==> src/rtl/multiword_add_sequencer_if.sv <==
// Bus bundle for multiword_add_sequencer: operand/result handshakes plus the adder stage ports.
// OVERFLOW_FLAG_EN adds the out_ovf result flag.
interface multiword_add_sequencer_if #(
  parameter int unsigned W     = 16,
  parameter int unsigned WORDS = 4
);
  localparam int unsigned TW = W * WORDS;

  logic          in_valid;
  logic          in_ready;
  logic [TW-1:0] in_a;
  logic [TW-1:0] in_b;
  logic          in_cin;
  logic [W-1:0]  add_a;
  logic [W-1:0]  add_b;
  logic          add_cin;
  logic [W-1:0]  add_sum;
  logic          out_valid;
  logic          out_ready;
  logic [TW-1:0] out_sum;
  logic          out_cout;
`ifdef OVERFLOW_FLAG_EN
  logic          out_ovf;
`endif

  // Sequencer side
  modport slave (
    input  in_valid, in_a, in_b, in_cin, add_sum, out_ready,
    output
`ifdef OVERFLOW_FLAG_EN
           out_ovf,
`endif
           in_ready, add_a, add_b, add_cin, out_valid, out_sum, out_cout
  );

  // Environment side: operand source, adder stage and result consumer
  modport master (
    output in_valid, in_a, in_b, in_cin, add_sum, out_ready,
    input
`ifdef OVERFLOW_FLAG_EN
           out_ovf,
`endif
           in_ready, add_a, add_b, add_cin, out_valid, out_sum, out_cout
  );
endinterface

==> src/rtl/multiword_add_sequencer.sv <==
// Sequences a W*WORDS-bit addition through a W-bit adder one word per clock, chaining carries.
// OVERFLOW_FLAG_EN adds out_ovf (signed overflow of the top word).
module multiword_add_sequencer #(
  parameter int unsigned W     = 16,
  parameter int unsigned WORDS = 4
) (
  input  logic                        clk,
  input  logic                        rst,
  multiword_add_sequencer_if.slave    bus
);
  localparam int unsigned TW = W * WORDS;
  localparam int unsigned KW = (WORDS > 1) ? $clog2(WORDS) : 1;

  typedef enum logic [1:0] {IDLE, RUN, DONE} state_e;

  state_e        state_q, state_d;
  logic [TW-1:0] a_q, a_d;
  logic [TW-1:0] b_q, b_d;
  logic [KW-1:0] k_q, k_d;
  logic [W-1:0]  add_a_q, add_a_d;
  logic [W-1:0]  add_b_q, add_b_d;
  logic          add_cin_q, add_cin_d;
  logic [TW-1:0] out_sum_q, out_sum_d;
  logic          out_cout_q, out_cout_d;
  logic          out_valid_q, out_valid_d;
  logic          in_ready_q, in_ready_d;
  logic          carry_c;
`ifdef OVERFLOW_FLAG_EN
  logic          out_ovf_q, out_ovf_d;
`endif

  // Carry out of the current word, rebuilt from the operand and sum MSBs
  assign carry_c = (add_a_q[W-1] & add_b_q[W-1]) |
                   ((add_a_q[W-1] | add_b_q[W-1]) & ~bus.add_sum[W-1]);

  always_ff @(posedge clk or posedge rst) begin
    if (rst) begin
      state_q     <= IDLE;
      a_q         <= '0;
      b_q         <= '0;
      k_q         <= '0;
      add_a_q     <= '0;
      add_b_q     <= '0;
      add_cin_q   <= 1'b0;
      out_sum_q   <= '0;
      out_cout_q  <= 1'b0;
      out_valid_q <= 1'b0;
      in_ready_q  <= 1'b1;
`ifdef OVERFLOW_FLAG_EN
      out_ovf_q   <= 1'b0;
`endif
    end else begin
      state_q     <= state_d;
      a_q         <= a_d;
      b_q         <= b_d;
      k_q         <= k_d;
      add_a_q     <= add_a_d;
      add_b_q     <= add_b_d;
      add_cin_q   <= add_cin_d;
      out_sum_q   <= out_sum_d;
      out_cout_q  <= out_cout_d;
      out_valid_q <= out_valid_d;
      in_ready_q  <= in_ready_d;
`ifdef OVERFLOW_FLAG_EN
      out_ovf_q   <= out_ovf_d;
`endif
    end
  end

  // Operand words are pre-shifted so the next word is always at the bottom of a_q/b_q
  always_comb begin
    state_d     = state_q;
    a_d         = a_q;
    b_d         = b_q;
    k_d         = k_q;
    add_a_d     = add_a_q;
    add_b_d     = add_b_q;
    add_cin_d   = add_cin_q;
    out_sum_d   = out_sum_q;
    out_cout_d  = out_cout_q;
    out_valid_d = out_valid_q;
    in_ready_d  = in_ready_q;
`ifdef OVERFLOW_FLAG_EN
    out_ovf_d   = out_ovf_q;
`endif
    case (state_q)
      IDLE: begin
        if (bus.in_valid && in_ready_q) begin
          a_d        = TW'(bus.in_a >> W);
          b_d        = TW'(bus.in_b >> W);
          add_a_d    = bus.in_a[W-1:0];
          add_b_d    = bus.in_b[W-1:0];
          add_cin_d  = bus.in_cin;
          k_d        = '0;
          in_ready_d = 1'b0;
          state_d    = RUN;
        end
      end
      RUN: begin
        out_sum_d[int'(k_q)*W +: W] = bus.add_sum;
        if (k_q == KW'(WORDS - 1)) begin
          out_cout_d  = carry_c;
`ifdef OVERFLOW_FLAG_EN
          out_ovf_d   = add_a_q[W-1] ^ add_b_q[W-1] ^ bus.add_sum[W-1] ^ carry_c;
`endif
          add_a_d     = '0;
          add_b_d     = '0;
          add_cin_d   = 1'b0;
          out_valid_d = 1'b1;
          state_d     = DONE;
        end else begin
          k_d       = k_q + KW'(1);
          add_a_d   = a_q[W-1:0];
          add_b_d   = b_q[W-1:0];
          add_cin_d = carry_c;
          a_d       = TW'(a_q >> W);
          b_d       = TW'(b_q >> W);
        end
      end
      DONE: begin
        if (bus.out_ready) begin
          out_valid_d = 1'b0;
          in_ready_d  = 1'b1;
          state_d     = IDLE;
        end
      end
      default: state_d = IDLE;
    endcase
  end

  assign bus.in_ready  = in_ready_q;
  assign bus.add_a     = add_a_q;
  assign bus.add_b     = add_b_q;
  assign bus.add_cin   = add_cin_q;
  assign bus.out_valid = out_valid_q;
  assign bus.out_sum   = out_sum_q;
  assign bus.out_cout  = out_cout_q;
`ifdef OVERFLOW_FLAG_EN
  assign bus.out_ovf   = out_ovf_q;
`endif
endmodule
==> src/flat_wrapper.sv <==
// flat-port wrapper written by rule: the top's interface ports become plain ports
module multiword_add_sequencer_flat 
#(
  parameter int unsigned W     = 16,
  parameter int unsigned WORDS = 4
)
  (clk, rst, bus_in_valid, bus_in_a, bus_in_b, bus_in_cin, bus_add_sum, bus_out_ready, bus_in_ready, bus_add_a, bus_add_b, bus_add_cin, bus_out_valid, bus_out_sum, bus_out_cout);
  multiword_add_sequencer_if #(.W(W), .WORDS(WORDS)) bus_i ();
  input  logic clk;
  input  logic rst;
  input wire logic [$bits(bus_i.in_valid)-1:0] bus_in_valid;
  input wire logic [$bits(bus_i.in_a)-1:0] bus_in_a;
  input wire logic [$bits(bus_i.in_b)-1:0] bus_in_b;
  input wire logic [$bits(bus_i.in_cin)-1:0] bus_in_cin;
  input wire logic [$bits(bus_i.add_sum)-1:0] bus_add_sum;
  input wire logic [$bits(bus_i.out_ready)-1:0] bus_out_ready;
  output wire logic [$bits(bus_i.in_ready)-1:0] bus_in_ready;
  output wire logic [$bits(bus_i.add_a)-1:0] bus_add_a;
  output wire logic [$bits(bus_i.add_b)-1:0] bus_add_b;
  output wire logic [$bits(bus_i.add_cin)-1:0] bus_add_cin;
  output wire logic [$bits(bus_i.out_valid)-1:0] bus_out_valid;
  output wire logic [$bits(bus_i.out_sum)-1:0] bus_out_sum;
  output wire logic [$bits(bus_i.out_cout)-1:0] bus_out_cout;
  assign bus_i.in_valid = bus_in_valid;
  assign bus_i.in_a = bus_in_a;
  assign bus_i.in_b = bus_in_b;
  assign bus_i.in_cin = bus_in_cin;
  assign bus_i.add_sum = bus_add_sum;
  assign bus_i.out_ready = bus_out_ready;
  assign bus_in_ready = bus_i.in_ready;
  assign bus_add_a = bus_i.add_a;
  assign bus_add_b = bus_i.add_b;
  assign bus_add_cin = bus_i.add_cin;
  assign bus_out_valid = bus_i.out_valid;
  assign bus_out_sum = bus_i.out_sum;
  assign bus_out_cout = bus_i.out_cout;
  multiword_add_sequencer #(.W(W), .WORDS(WORDS)) u_core (.clk(clk), .rst(rst), .bus(bus_i));
endmodule
==> config.mk <==
export PLATFORM = sky130hd
export DESIGN_NAME = multiword_add_sequencer_flat
export DESIGN_NICKNAME = d
export VERILOG_FILES = /design/src/rtl/multiword_add_sequencer_if.sv /design/src/rtl/multiword_add_sequencer.sv /design/src/flat_wrapper.sv
export SDC_FILE = /design/constraint.sdc
export NUM_CORES = 1
export LEC_CHECK = 0
export BUFFER_PORTS_ARGS = -buffer_cell sky130_fd_sc_hd__buf_2
export CORE_MARGIN = 2
export CORE_UTILIZATION = 47
export CTS_CLUSTER_DIAMETER = 150
export DETAILED_ROUTE_END_ITERATION = 16
export PLACE_DENSITY = 0.76
export SYNTH_ARGS = -nofsm -noshare
export SYNTH_HDL_FRONTEND = slang
export SYNTH_SLANG_ARGS = --single-unit
==> constraint.sdc <==
create_clock -name clk -period 5.8 [get_ports clk]
set_clock_uncertainty 0.15 [all_clocks]
set_input_delay 0.58 -clock clk [delete_from_list [all_inputs] [get_ports clk]]
set_output_delay 0.58 -clock clk [all_outputs]
set_load 0.1 [all_outputs]
# Word level (Yosys, flattened, before mapping)
# Index checks and enable logic that the tools add are counted.
# word_totals
wordCells,67
output_inout_bits,100
ff_bits,232
# op_classes
n_bitwise,5
eq_ne,7
muxes,29
n_addsub,2
n_shift,2
reduce_logical,11
# op_table
operator,n
$mux 64,4
$pmux 64 s2,2
$bwmux 64,1
$mux 16,4
$pmux 16 s2,2
$shift 16x34->64 const A,1
$shiftx 16x34->64,1
$neg 6->34,1
$reduce_and 3->1,4
$mux 2,5
$mux 1,6
$pmux 1 s2,3
$pmux 2 s3,1
$reduce_bool 2->1,3
$eq 2x2->1 const B,2
$ne 2x1->1 const B,2
$ne 2x2->1 const B,2
$pmux 2 s2,1
$reduce_and 2->1,2
$add 2x1->2 const B,1
$and 1x1->1,2
$eq 2x1->1 const B,1
$logic_not 2->1,1
$or 1x1->1,2
2 further kinds,2

# Logic depth before layout (Yosys ltp)
# depth
ltp_word,5
depth_mapped,7
ltp_nobuf,5

# Least setup slack after synthesis
# Ideal clock, no wire load.
# synth_timing
kind,flip-flop to flip-flop
startpoint,register u_core.k_q[0]
endpoint,register u_core.out_sum_q[50] (netlist: u_core.bus.out_sum[50])
required_ps,5576
stages_incl_launch_ff,6
setup_time_ps,74
slack_ps,3869
arrival_ps,1707
path_cell_list,dfrtp_1 inv_2 ha_1 or4_4 buf_6 o21ai_2
# synth_via
elab_chain_len,3
word_cells_on_any_way,4
cone_classes,add/sub: 1; shift: 2; mux: 1
# synth_rtl
element,line_no,source
from (decl),multiword_add_sequencer.sv:19,"logic [KW-1:0] k_q, k_d;"
from (signal assigned),multiword_add_sequencer.sv:56,k_q <= k_d;
$neg 6->34 *,multiword_add_sequencer.sv:100,out_sum_d[int'(k_q)*W +: W] = bus.add_sum;
$shiftx 16x34->64 or $shift 16x34->64 (tied branches),multiword_add_sequencer.sv:100,
$bwmux 64 *,multiword_add_sequencer.sv:100,
to (signal assigned),multiword_add_sequencer.sv:60,out_sum_q <= out_sum_d;
to (decl),multiword_add_sequencer.sv:23,"logic [TW-1:0] out_sum_q, out_sum_d;"
# Mark *: on every way between the ends. The rest lies on a longest branch, timed or not.
# A chain may end at the register's enable or synchronous reset.

# Final worst setup path
# layout_timing
startpoint,register u_core.k_q[0]
endpoint,register u_core.out_sum_q[62] (netlist: u_core.bus.out_sum[62])
# Same word-level chain as after synthesis.

==> results_dict.tcl <==
set metrics [dict create \
    start_kind "flip-flop" \
    fmax_mhz 352.6 \
    path_buf_inv 0 \
    synth_fp_nets 1008 \
    drc 0 \
    crit_arrival_ns 3.03 \
    grt_setup_unrepaired "false" \
    yosysSeqAreaShare_pct 57.77 \
    synth_edf_count 0 \
    pin_count 249 \
    internal_power_mw 2.055 \
    min_period_ns 2.836 \
    dr.first_iter.drc_count 597 \
    max_slew_margin_pct 25.68 \
    ys_ff_latch 200 \
    irDropWorstVdd_v 0.0002014 \
    drive_gt1_share_pct 29.49 \
    antenna_left 0 \
    nets 1210 \
    power_density_nw_per_um2 257.0 \
    syn_inst 853 \
    min_path_type "input port to flip-flop" \
    die-area_sq_um 19540 \
    setup_viol 0 \
    synthFlopType "dfrtp_1" \
    ctsHoldBuffers 0 \
    maxSlewViolCount 0 \
    cts_inserted_buffers 17 \
    rows 49 \
    seqPwrFrac_pct 51.7 \
    worstPathCellList "ha_1 > nand3b_1 > or4_4 > o21ai_0" \
    clkPwrFrac_pct 44.5 \
    wl_per_cell_um 17.86 \
    cts_resized 0 \
    syn-cell-area_sq_um 8666 \
    dp_hpwl_um 15450 \
    gr-usage-met1_pct 32.68 \
    period_share_pct 48.90 \
    cts_tree "built" \
    gp_congestion 0.8252 \
    synth_area_per_cell_sq_um 10.16 \
    switching_share_pct 23.77 \
    cts_htree_levels 4 \
    num_vias 7296 \
    tns_ns 0 \
    clockRootBuffer "clkbuf_16" \
    async_flop_share_pct 100.0 \
    yosys.area.top_type_share_pct 57.46 \
    dr.pass1.iters 5 \
    combPwrFrac_pct 3.8 \
    numPortBuffers 248 \
    p_sw_uw 641.1 \
    instances_no_fill 1297 \
    use_met3_pct 5.850 \
    synth_cell_types 37 \
    coreArea_sq_um 18020 \
    maxCapViolations 0 \
    synth.area.top_cells "dfrtp_1 (57%), nand2_1 (8.7%), a22o_1 (6.1%)" \
    path_clk_slew_ns 0.07 \
    ys_warn_count 0 \
    slowest_stage "or4_4" \
    globalRoute.busiestLayer "met2" \
    crit_fanout 20 \
    grt_usage_pct 23.56 \
    grt_pass1_vias 6959 \
    routed_wl_um 23160 \
    fill_cells 1569 \
    synth_common_cells "nand2_1 (202), dfrtp_1 (199), nor3_1 (65)" \
    critical_path.top_delay_family "simple AND/OR/NAND/NOR gates" \
    leakagePower_nw 5.148 \
    endpoint_kind "flip-flop" \
    status "finished clean" \
    clkLatencyLatePin_ns 0.44 \
    overflow 0 \
    synth_top_area_cell "dfrtp_1" \
    cts_max_path_buffers 2 \
    vias_per_cell 5.625 \
    synth_most_common_cell "nand2_1" \
    die_w_um 139.8 \
    hold_violations 0 \
    syn_to_final_growth_pct 21.05 \
    grt_pass1_wl_um 36800 \
    tightestPinTransition_ns 1.115 \
    use_met2_pct 37.46 \
    antenna_found_initial 3 \
    slowest_delay_ns 0.80 \
    crit_type "flip-flop to flip-flop" \
    postCtsSetupBuffers 0 \
    clock_sinks 200 \
    grt_max_degree 201 \
    diodes 0 \
    cp.required_ns 6.00 \
    dp_cells 1265 \
    initial_utilization_pct 48.08 \
    die_h_um 139.8 \
]
[layout make-up]
| type | instances | area (sq um) | area share, % |
|---|---|---|---|
| inverter | 6 | 26.28 | 0.2505 |
| sequential | 200 | 5006 | 47.72 |
| tap | 229 | 286.5 | 2.731 |
| clock inverter | 15 | 182.7 | 1.741 |
| clock buffer | 17 | 425.4 | 4.055 |
| multi-input combinational | 575 | 3257 | 31.05 |
| timing repair buffer | 255 | 1306 | 12.45 |
[logic make-up after synthesis]
group | Yosys count | share of synthesized area, %
AO/OA/AOI/OAI | 171 | 13.90
adder cells (fa/ha/maj) | 6 | 0.8663
buffers and inverters | 78 | 5.053
flip-flops | 200 | 57.77
multiplexers | 2 | 0.2454
AND/OR/NAND/NOR | 396 | 22.16
[sequential cells by signal, summed over array words and instances, names as in the netlist]
register and count:
u_core.a_q 48, u_core.b_q 48, u_core.bus.add_a 16, u_core.bus.add_b 16
u_core.bus.add_cin 1, u_core.bus.in_ready 1, u_core.bus.out_cout 1, u_core.bus.out_sum 64
u_core.bus.out_valid 1, u_core.k_q 2, u_core.state_q 2
[per-stage QoR]
stage / power [mW] / hold WS [ns] / worst slack [ns] / area [sq um] / util [%]
final: 2.696 / 0.2002 / 2.964 / 10490 / 58.20
after global routing: 2.789 / 0.1917 / 2.800 / 10490 / 58.20
after CTS: 2.721 / 0.1788 / 2.980 / 10490 / 58.20
after detailed placement: 1.525 / 0.3147 / 3.005 / 9882 / 54.82
after global placement: 1.526 / 0.3070 / 3.099 / 9882 / 54.82
after floorplan: 1.455 / 0.3157 / 2.482 / 8670 / -
[worst paths after layout]
check / cells past startpoint / endpoint / slack (ns) / start
worst min register to register: 2 / u_core.bus.out_sum[54] / 0.33 / u_core.bus.out_sum[54]
worst max-delay path: 4 / u_core.bus.out_sum[62] / 2.96 / u_core.k_q[0]
max in group asynchronous: 3 / u_core.a_q[27] / 4.40 / rst
worst min-delay path: 2 / u_core.state_q[1] / 0.20 / bus_out_ready
worst max register to register: 4 / u_core.bus.out_sum[62] / 2.96 / u_core.k_q[0]
min in group asynchronous: 3 / u_core.bus.add_a[14] / 0.25 / rst
[routing by layer]
| metal | wire [um] | vias to the layer above |
|---|---|---|
| met5 | 14 | - |
| met4 | 327 | 4 |
| met3 | 1869 | 29 |
| met2 | 10870 | 326 |
| met1 | 10080 | 3510 |
| li1 | - | 3427 |
[placed cells by master, fill, tap and decap left out, types with 2 or more instances in the layout]
cell       netlist  final
a21oi_1          3      3
a22o_1          60     60
a31oi_1         64     64
buf_2           32    248
buf_4           18      6
clkbuf_16        0     17
clkinv_4         0      4
clkinv_8         0      3
dfrtp_1        199    199
ha_1             6      6
inv_1            5      4
inv_6            0      4
inv_8            0      3
nand2_1        202    202
nand2b_1        15     14
nand3_1         64     64
nand3b_1        33     33
nand3b_4         2      2
nor2_1           2      2
nor2_2           2      2
nor3_1          65     65
nor4_2           2      2
o21ai_0         19     19
o21ai_1         12     11
o21ai_2         10     10
or3_1            2      2
[worst reg2reg max path, delay by kind of cell, from the launching register on]
family                   cells  cell delay [ns]
adder cells (fa/ha/maj)      1             0.39
AO/OA/AOI/OAI                1             0.21
flip-flops                   1             0.52
AND/OR/NAND/NOR              2             1.48
[power groups by stage]
| stage | clock [mW] | sequential [mW] | combinational [mW] |
|---|---|---|---|
| 2_1_floorplan | 0 | 1.42 | 0.0338 |
| 3_3_place_gp | 0 | 1.42 | 0.105 |
| 3_5_place_dp | 0 | 1.42 | 0.104 |
| 4_1_cts | 1.22 | 1.39 | 0.105 |
| 5_1_grt | 1.28 | 1.39 | 0.116 |
| 6_report | 1.20 | 1.39 | 0.103 |
Power figures use the tool's default switching activity.
